===== config.mk =====
export PLATFORM = sky130hd
export DESIGN_NAME = arcade_input_ctrl
export DESIGN_NICKNAME = d
export VERILOG_FILES = /design/src/rtl/arcade_io_pkg.sv /design/src/rtl/coin_shaper.sv /design/src/rtl/arcade_input_ctrl.sv
export SDC_FILE = /design/constraint.sdc
export NUM_CORES = 1
export LEC_CHECK = 0
export ABC_AREA = 1
export BUFFER_PORTS_ARGS = -buffer_cell sky130_fd_sc_hd__buf_4
export CAP_MARGIN = 20
export CORE_ASPECT_RATIO = 0.9
export CORE_UTILIZATION = 45
export CTS_CLUSTER_SIZE = 20
export DETAILED_ROUTE_END_ITERATION = 10
export GPL_ROUTABILITY_DRIVEN = 1
export PLACE_DENSITY_LB_ADDON = 0.15
export SLEW_MARGIN = 20
export SYNTH_ARGS = -nofsm -noshare
export SYNTH_HDL_FRONTEND = slang
export SYNTH_SLANG_ARGS = --single-unit

===== constraint.sdc =====
create_clock -name i_clk_sys -period 1.7 [get_ports i_clk_sys]
set_input_delay 0.34 -clock i_clk_sys [delete_from_list [all_inputs] [get_ports i_clk_sys]]
set_output_delay 0.34 -clock i_clk_sys [all_outputs]
set_load 0.03 [all_outputs]

===== src/rtl/arcade_io_pkg.sv =====
// arcade_io_pkg: shared types and helpers for the arcade input front end
//   DIP_INDEX_DEFAULT : ioctl index that carries DIP switch data
//   coin_state_t      : per-channel coin pulse FSM states
//   active_low()      : converts an active-high level to an active-low pin level
package arcade_io_pkg;
    localparam logic [7:0] DIP_INDEX_DEFAULT = 8'hFE;
    typedef enum logic [1:0] {CN_IDLE, CN_PULSE, CN_GAP} coin_state_t;
    function automatic logic active_low(input logic v);
        return ~v;
    endfunction
endpackage


===== src/rtl/coin_shaper.sv =====
// coin_shaper: one coin channel - press edge detect, saturating press queue, frame-timed pulse FSM
//   i_clk, i_reset_n : clock, async active-low reset
//   i_tick           : one-cycle frame tick
//   i_coin           : raw coin button, active-high
//   o_coin_n         : shaped coin pulse, active-low
module coin_shaper
    import arcade_io_pkg::*;
#(
    parameter int COIN_FRAMES = 2,
    parameter int COIN_QUEUE  = 3
) (
    input  logic i_clk,
    input  logic i_reset_n,
    input  logic i_tick,
    input  logic i_coin,
    output logic o_coin_n
);
    coin_state_t r_state, w_state_nx;
    logic       r_coin_q;
    logic [2:0] r_pending, w_pending_nx;
    logic [3:0] r_frames, w_frames_nx;
    logic       w_rise, w_start;

    assign w_rise  = i_coin & ~r_coin_q;
    // GAP may start the next pulse on its tick; the tick that ends a pulse cannot, giving one idle frame
    assign w_start = i_tick && r_state != CN_PULSE && r_pending != 3'd0;

    always_ff @(posedge i_clk or negedge i_reset_n) begin
        if (!i_reset_n) begin
            r_state   <= CN_IDLE;
            r_coin_q  <= 1'b0;
            r_pending <= 3'd0;
            r_frames  <= 4'd0;
        end else begin
            r_state   <= w_state_nx;
            r_coin_q  <= i_coin;
            r_pending <= w_pending_nx;
            r_frames  <= w_frames_nx;
        end
    end

    always_comb begin
        w_state_nx   = r_state;
        w_frames_nx  = r_frames;
        w_pending_nx = r_pending;
        // a press landing on a pulse-start cycle cancels the dequeue
        if (w_rise && !w_start && r_pending != 3'(COIN_QUEUE))
            w_pending_nx = r_pending + 3'd1;
        else if (!w_rise && w_start)
            w_pending_nx = r_pending - 3'd1;
        if (w_start) begin
            w_state_nx  = CN_PULSE;
            w_frames_nx = 4'(COIN_FRAMES);
        end else if (i_tick && r_state == CN_PULSE) begin
            w_frames_nx = r_frames - 4'd1;
            w_state_nx  = (r_frames == 4'd1) ? CN_GAP : CN_PULSE;
        end else if (i_tick && r_state == CN_GAP) begin
            w_state_nx = CN_IDLE;
        end
    end

    assign o_coin_n = active_low(r_state == CN_PULSE);
endmodule


===== src/rtl/arcade_input_ctrl.sv =====
// arcade_input_ctrl: frame-synced controls, shaped coins, ioctl-loaded DIPs and stretched core reset
//   i_clk_sys, i_reset_n       : system clock, async active-low reset
//   i_vblank                   : core vblank, rising edge is the frame tick
//   i_btn / i_coin             : raw active-high controls and coin buttons
//   i_ioctl_*                  : download bus (download, wr strobe, index, addr, data)
//   o_ctrl_n / o_coin_n        : active-low frame-sampled controls and coin pulses
//   o_dip                      : committed DIP bytes
//   o_core_reset               : active-high core reset
module arcade_input_ctrl
    import arcade_io_pkg::*;
#(
    parameter int         PLAYERS     = 2,
    parameter int         BUTTONS     = 4,
    parameter int         COINS       = 1,
    parameter int         COIN_FRAMES = 2,
    parameter int         COIN_QUEUE  = 3,
    parameter int         DIP_BYTES   = 1,
    parameter logic [7:0] DIP_INDEX   = DIP_INDEX_DEFAULT,
    parameter logic [7:0] DIP_DEFAULT = 8'h00,
    parameter int         RESET_HOLD  = 16
) (
    input  logic                         i_clk_sys,
    input  logic                         i_reset_n,
    input  logic                         i_vblank,
    input  logic [PLAYERS*BUTTONS-1:0]   i_btn,
    input  logic [COINS-1:0]             i_coin,
    input  logic                         i_ioctl_download,
    input  logic                         i_ioctl_wr,
    input  logic [7:0]                   i_ioctl_index,
    input  logic [24:0]                  i_ioctl_addr,
    input  logic [7:0]                   i_ioctl_dout,
    output logic [PLAYERS*BUTTONS-1:0]   o_ctrl_n,
    output logic [COINS-1:0]             o_coin_n,
    output logic [8*DIP_BYTES-1:0]       o_dip,
    output logic                         o_core_reset
);
    localparam int HW = (RESET_HOLD > 0) ? $clog2(RESET_HOLD + 1) : 1;

    logic                       r_vblank_q;
    logic [PLAYERS*BUTTONS-1:0] r_ctrl_n;
    logic [8*DIP_BYTES-1:0]     r_shadow, r_dip;
    logic                       r_dip_wr;
    logic                       r_dl_q;
    logic [HW-1:0]              r_hold;
    logic                       r_core_reset;
    logic                       w_tick, w_dip_wr, w_dl_fall, w_rom;

    assign w_tick    = i_vblank & ~r_vblank_q;
    assign w_dip_wr  = i_ioctl_wr && i_ioctl_download && i_ioctl_index == DIP_INDEX
                       && i_ioctl_addr < 25'(DIP_BYTES);
    assign w_dl_fall = r_dl_q & ~i_ioctl_download;
    assign w_rom     = i_ioctl_download && i_ioctl_index != DIP_INDEX;

    always_ff @(posedge i_clk_sys or negedge i_reset_n) begin
        if (!i_reset_n) begin
            r_vblank_q   <= 1'b0;
            r_ctrl_n     <= '1;
            r_shadow     <= {DIP_BYTES{DIP_DEFAULT}};
            r_dip        <= {DIP_BYTES{DIP_DEFAULT}};
            r_dip_wr     <= 1'b0;
            r_dl_q       <= 1'b0;
            r_hold       <= HW'(RESET_HOLD);
            r_core_reset <= 1'b1;
        end else begin
            r_vblank_q <= i_vblank;
            if (w_tick)
                r_ctrl_n <= ~i_btn;
            for (int b = 0; b < DIP_BYTES; b++)
                if (w_dip_wr && i_ioctl_addr == 25'(b))
                    r_shadow[b*8 +: 8] <= i_ioctl_dout;
            r_dl_q <= i_ioctl_download;
            // commit only if this download actually delivered DIP data
            if (w_dl_fall) begin
                r_dip_wr <= 1'b0;
                if (r_dip_wr)
                    r_dip <= r_shadow;
            end else if (w_dip_wr) begin
                r_dip_wr <= 1'b1;
            end
            // counter reloads while a ROM download runs; reset drops on the cycle it reaches zero
            r_hold       <= w_rom ? HW'(RESET_HOLD) : r_hold - HW'(r_hold != '0);
            r_core_reset <= w_rom || r_hold > HW'(1);
        end
    end

    for (genvar c = 0; c < COINS; c++) begin : g_coin
        coin_shaper #(
            .COIN_FRAMES(COIN_FRAMES),
            .COIN_QUEUE (COIN_QUEUE)
        ) u_coin (
            .i_clk    (i_clk_sys),
            .i_reset_n(i_reset_n),
            .i_tick   (w_tick),
            .i_coin   (i_coin[c]),
            .o_coin_n (o_coin_n[c])
        );
    end

    assign o_ctrl_n     = r_ctrl_n;
    assign o_dip        = r_dip;
    assign o_core_reset = r_core_reset;
endmodule

==> impl_metrics.csv, run 1 <==
group,metric,value,unit
yosys,yosys.area_share.simple,28.0,%
clock_network,insertion_delay,0.30,ns
global_route,grt_pass1_vias,1701,
floorplanning,core-area,0.00452,mm^2
global_route,grt_pass1_wl,6880,um
route,route.detailed.drc,0,
worst_setup_path,path_class,"register to register",
timing,setup_viol,0,
worst_setup_path,required,1.92,ns
clock_network,clkTransAtPathRegs,0.09,ns
yosys,synth_seq_cells,43,
clock_network,ctsHtreeMaxLevel,2,
timing,fmaxAchievable,610,MHz
cells_and_area,utilization,66.2,%
route,drt_iter0_drc,60,
clock_network,cts_tree,"yes",
placed_design,numPortBuffers,72,
yosys,synth_compound_area_share,4.82,%
placed_design,place_congestion,0.733,
timing,setup_ws,0.0594,ns
timing,finClkSkew,0.00775,ns
floorplanning,num_rows,23,
cells_and_area,instances_no_fill,392,
yosys,netlist.area_leader.share,38.3,%
yosys,seq_area_frac_synth,50.5,%
global_route,grt_remaining_overflow,0,
global_route,gr-max-usage-layer,"met2",
global_route,grtUsageMet1,22.5,%
yosys,synthXorXnorAreaFrac,2.38,%
outcome,status,"finished clean",
pwr,power_leakage,1.60,nW
floorplanning,die_w,75.0,um
floorplanning,dieArea,0.00507,mm^2
yosys,avgSynthCellArea,8.95,um^2
global_route,met3_usage,4.63,%
clock_network,cts_buffer_depth,2,
yosys,synth_top_family_by_area,"simple AND/OR/NAND/NOR gates",
placed_design,dp_slack,-0.112,ns
worst_setup_path,path_max_fanout,2,
yosys,syn_inst,241,
worst_hold_path,min_path_type,"input pin to async pin",
timing,slew_headroom,64.9,%
cells_and_area,areaGrowthSynthToFinish,38.8,%
timing,rsz0062_at_grt,"yes",
worst_setup_path,start_kind,"register",
route,vias,1792,
timing,slew_violations,0,
route,routedWlPerCell,10.8,um
job,drv_cap,0,
yosys,synth_mux_area_share,5.57,%
cells_and_area,fin_nets,389,
placed_design,post-place-cells,376,
yosys,synth_top_area_cell,"dfrtp_1",
timing,min_period,1.64,ns
placed_design,hpwl,3140,um
floorplanning,die_y,67.7,um
yosys,syn_nets,301,
yosys,netlist_area,0.00216,mm^2
timing,min_period_over_period,96.5,%
global_route,grtUsageTotal,18.2,%
clock_network,numClockSinks,43,
cells_and_area,drive_above_1_share,41.8,%
route,final_antenna_net_count,0,
timing,tightest_slew,0.527,ns
global_route,grt_antenna_before_repair,0,
route,detail_route.vias_per_cell,4.57,
cells_and_area,diodes,0,
yosys,yosys-top-cells-area,"dfrtp_1 38%, dfstp_2 12%, nand2_1 11%, mux2_4 5.6%, inv_1 5.2%",
route,totalWireLength,4250,um
clock_network,numCtsBuffers,5,
global_route,met2_usage,29.6,%
yosys,yosysWarnings,0,
floorplanning,num_io_pins,73,
global_route,grt_max_degree,44,
clock_network,clockRootBuffer,"clkbuf_8",
pwr,ir_worst_vdd,0.463,mV
clock_network,ctsHoldBuffers,0,
yosys,yosys.cell_types.count,30,
worst_setup_path,end_kind,"register",
worst_setup_path,cp_data_arrival_time,1.86,ns
yosys,synth_fa_ha_area_share,3.25,%
timing,hold_viol_final,0,
route,dr.pass1.iters,4,
pwr,powerDensity,1040,mW/mm^2
floorplanning,initial_core_util,47.7,%
[cells in the mapped netlist, drive strengths merged]
cell / n
nand2: 71
nor2: 37
dfrtp: 33
inv: 30
nand3: 18
o21ai: 13
dfstp: 10
mux2: 8
ha: 4
xnor2: 3
a21oi: 2
o211ai: 2
xor2: 2
a22oi: 1
and2: 1
buf: 1
fa: 1
nand4: 1
nor4: 1
o22ai: 1
or2: 1
[critical path, stage by stage, from the launching register on]
cell     delay [ns]
dfrtp_1        0.42
nor4_4         0.30
nand2_1        0.09
ha_2           0.21
ha_4           0.16
or2_4          0.24
a22oi_2        0.14
[registers in the layout (all words and copies together), names as in the netlist]
| signal | count |
|---|---|
| r_dip_wr | 1 |
| r_vblank_q | 1 |
| r_shadow | 8 |
| g_coin.u_coin.r_state | 2 |
| o_ctrl_n | 8 |
| g_coin.u_coin.r_coin_q | 1 |
| o_dip | 8 |
| r_hold | 5 |
| g_coin.u_coin.r_frames | 4 |
| o_core_reset | 1 |
| r_dl_q | 1 |
| g_coin.u_coin.r_pending | 3 |
[layout make-up]
| cell class | count | area [um^2] |
|---|---|---|
| inverter | 30 | 113 |
| timing repair buffer | 82 | 616 |
| fill | 410 | 1530 |
| tap | 62 | 77.6 |
| multi-input combinational | 167 | 1000 |
| clock buffer | 5 | 68.8 |
| clock inverter | 3 | 23.8 |
| sequential | 43 | 1090 |
[metal layers]
metal	wire length, um	vias up
met5	0	-
met4	63	0
met3	230	5
li1	-	930
met2	2090	49
met1	1870	808
[worst paths after layout]
kind	start	end	slack [ns]	cells past startpoint
max	r_hold[2]	r_hold[2]	0.06	6
max in group asynchronous	i_reset_n	o_ctrl_n[1]	1.31	1
max reg2reg	r_hold[2]	r_hold[2]	0.06	6
min in group i_clk_sys	i_coin	g_coin[0].u_coin.r_coin_q	0.16	1
min reg2reg	r_shadow[3]	r_shadow[3]	0.48	2
min	i_reset_n	r_shadow[5]	0.009	1
[power by group]
part | switching, mW | internal [mW] | leakage [nW]
Sequential | 0.129 | 1.22 | 0.537
Clock | 0.367 | 0.294 | 0.0408
Combinational | 0.580 | 0.540 | 1.02
[stage by stage]
step           power, mW  hold WS [ns]  instance area, um^2  TNS (ns)
2_1_floorplan       1.94        0.0444                 2160         0
3_3_place_gp        2.24         0.359                 2790  -0.00206
3_5_place_dp        2.27         0.361                 2790    -0.112
4_1_cts             3.01        0.0260                 2930         0
5_1_grt             3.36        0.0378                 2990    -0.101
6_report            3.13       0.00915                 2990         0
[placed cells by master (no fill, tap or decap), types with 2 or more instances in the layout]
cell type / instances
clkinvlp_4: 2
o211ai_1: 2
mux2_4: 8
ha_1: 2
dfstp_2: 10
nand2_2: 8
buf_4: 82
clkbuf_8: 5
dfrtp_1: 33
nor2_2: 9
nor2_1: 26
o21ai_0: 12
xnor2_1: 3
nand2_1: 61
inv_1: 30
nand2_4: 2
a21oi_1: 2
nand3_1: 16
[what timing repair did]
action                     in CTS  in global routing
buffers inserted                5                  3
cloned                          0                  0
pin swaps                       3                  8
setup endpoints to repair       2                  3
hold endpoints to repair        0                  0
gates resized for setup         3                 10
[cell families after synthesis]
group / after synthesis
and+or+nand+nor: 130
DFF: 43
buffers and inverters: 31
AOI/OAI and AO/OA: 19
muxes: 8
xor gates and xnor gates: 5
adders and majority gates: 5
No activity file was read; power rests on OpenSTA's default activity.
==> inputs of run 2 (changes only) <==
--- a/config.mk
+++ b/config.mk
@@ -8,8 +8,8 @@
 export ABC_AREA = 1
 export BUFFER_PORTS_ARGS = -buffer_cell sky130_fd_sc_hd__buf_4
 export CAP_MARGIN = 20
-export CORE_ASPECT_RATIO = 0.9
-export CORE_UTILIZATION = 45
+export CORE_ASPECT_RATIO = 0.7
+export CORE_UTILIZATION = 25
 export CTS_CLUSTER_SIZE = 20
 export DETAILED_ROUTE_END_ITERATION = 10
 export GPL_ROUTABILITY_DRIVEN = 1
==> run 2 against run 1 <==
Sequential cell count unchanged; clock power up 64%; power up 11%; highest routed layer unchanged; wire length up 9.4%; sequential power about the same; critical path type unchanged; count of clock-buffer cells in the layout up 2; final area up 2.8%; register-to-register slack about the same; combinational power down 9%.
==> impl_metrics.csv, run 2 (synthesis gave the netlist of run 1 again) <==
group,metric,value,unit
clock_network,ctsHtreeMaxLevel,2,
worst_hold_path,min_path_type,"input pin to async pin",
floorplanning,num_rows,27,
pwr,ir_worst_vdd,0.451,mV
cells_and_area,diodes,0,
clock_network,numClockSinks,43,
timing,tightest_slew,0.555,ns
cells_and_area,layout.cells.most_common,"buf_4",
global_route,grt_pass1_vias,1724,
route,routedWlPerCell,10.9,um
timing,hold_viol_final,0,
timing,fmaxAchievable,614,MHz
timing,slew_violations,0,
route,final_antenna_net_count,0,
cells_and_area,drive_above_1_share,40.5,%
timing,setup_viol,0,
global_route,grt_max_degree,44,
pwr,pwr-share-clk,31.2,%
cells_and_area,layout_common_cells,"78 x buf_4, 63 x nand2_1, 31 x dfrtp_1",
clock_network,numCtsBuffers,5,
global_route,grt_antenna_before_repair,0,
cells_and_area,fin_nets,385,
clock_network,cts_tree,"yes",
job,drv_cap,0,
floorplanning,core-area,0.00811,mm^2
timing,rsz0062_at_grt,"yes",
global_route,grt_pass1_wl,8000,um
cells_and_area,seq_area,0.00109,mm^2
pwr,p_total,3.46,mW
route,route.detailed.drc,0,
worst_setup_path,cp_data_arrival_time,1.83,ns
route,detail_route.vias_per_cell,4.11,
cells_and_area,multiInputGateArea,997,um^2
timing,min_period_over_period,95.7,%
global_route,grtUsageMet1,15.6,%
floorplanning,num_io_pins,73,
clock_network,cts_buffer_depth,2,
worst_setup_path,start_kind,"register",
global_route,grtUsageTotal,11.5,%
worst_setup_path,required,1.90,ns
floorplanning,dieArea,0.00900,mm^2
cells_and_area,n_fill_cell,844,
placed_design,place_congestion,0.738,
pwr,seqPwrFrac,39.3,%
global_route,grt_remaining_overflow,0,
worst_setup_path,path_max_fanout,2,
pwr,power_leakage,1.61,nW
floorplanning,die_w,113,um
pwr,powerDensity,1120,mW/mm^2
route,totalWireLength,4650,um
floorplanning,die_y,79.7,um
global_route,gr-max-usage-layer,"met2",
pwr,power.share.combinational,29.5,%
clock_network,clockRootBuffer,"clkbuf_16",
route,drt_iter0_drc,61,
route,dr.pass1.iters,4,
timing,min_period,1.63,ns
timing,slew_headroom,63.0,%
clock_network,clkTransAtPathRegs,0.06,ns
outcome,status,"finished clean",
timing,final.setup.tns,0,ns
route,vias,1754,
placed_design,numPortBuffers,72,
pwr,switching_power,1.05,mW
pwr,switching_share,30.3,%
worst_setup_path,path_class,"register to register",
clock_network,insertion_delay,0.28,ns
placed_design,hpwl,3450,um
global_route,met3_usage,3.04,%
cells_and_area,areaGrowthSynthToFinish,42.7,%
timing,finClkSkew,0.00703,ns
floorplanning,initial_core_util,26.6,%
global_route,met2_usage,17.7,%
worst_setup_path,end_kind,"register",
pwr,p_int,2.41,mW
## run 2: cell count changes in the layout (fill, tap and decap cells not counted), moves of 2 or more
cell,previous run,this run
nand2_2,8,6
nand2_1,61,63
clkbuf_16,0,5
dfrtp_1,33,31
dfrtp_2,0,2
clkinvlp_4,2,0
clkbuf_1,0,2
buf_4,82,78
clkbuf_8,5,0
## run 2: layer usage
layer / wire length, um / up-vias
li1: - / 923
met1: 2400 / 791
met2: 2010 / 36
met3: 187 / 4
met4: 47 / 0
met5: 0 / -
## run 2: cell type report
type,count,share of cell area (%)
timing repair buffer,78,19.0
tap,101,4.11
inverter,30,3.66
clock inverter,1,0.976
multi-input combinational,167,32.4
clock buffer,7,4.31
sequential,43,35.5
## run 2: worst paths after layout
check / cells past startpoint / start / slack [ns] / endpoint
worst min register to register: 2 / r_shadow[7] / 0.47 / r_shadow[7]
worst min-delay path: 1 / i_reset_n / 0.04 / r_vblank_q
min in group i_clk_sys: 1 / i_coin / 0.18 / g_coin[0].u_coin.r_coin_q
worst max-delay path: 6 / r_hold[1] / 0.07 / r_hold[2]
max in group asynchronous: 1 / i_reset_n / 1.25 / g_coin[0].u_coin.r_pending[1]
worst max register to register: 6 / r_hold[1] / 0.07 / r_hold[2]
## run 2: through the flow
step | hold slack [ns] | setup slack, ns | area [um^2] | cells | utilization, %
floorplan | 0.0444 | 0.0340 | 2160 | 241 | -
global placement | 0.384 | -0.00252 | 2860 | 418 | 35.2
detailed placement | 0.384 | -0.0933 | 2860 | 418 | 35.2
CTS | 0.0813 | 0.0121 | 3030 | 426 | 37.4
global route | 0.106 | -0.0650 | 3080 | 427 | 37.9
finish | 0.0443 | 0.0723 | 3080 | 427 | 37.9
## run 2: critical path: stages, from the launching register on
cell and delay (ns):
dfrtp_1 0.41, nor4_4 0.29, nand2_1 0.08, ha_2 0.21, ha_4 0.16, or2_4 0.22
a22oi_2 0.17
## run 2: timing repair
item                                    in CTS  in global routing
endpoints found under the setup margin       1                  3
hold buffers                                 0                  0
gates resized for setup                      3                 10
pin swaps                                    3                 10
buffers inserted                             0                  1
## run 2: power by group through the flow
stage                     Sequential, mW  Clock, mW  Combinational (mW)
final                               1.36       1.08                1.02
after global routing                1.39       1.17                1.18
after CTS                           1.34       1.11               0.960
after detailed placement            1.34          0               0.941
after global placement              1.34          0               0.944
after floorplan                     1.39          0               0.552
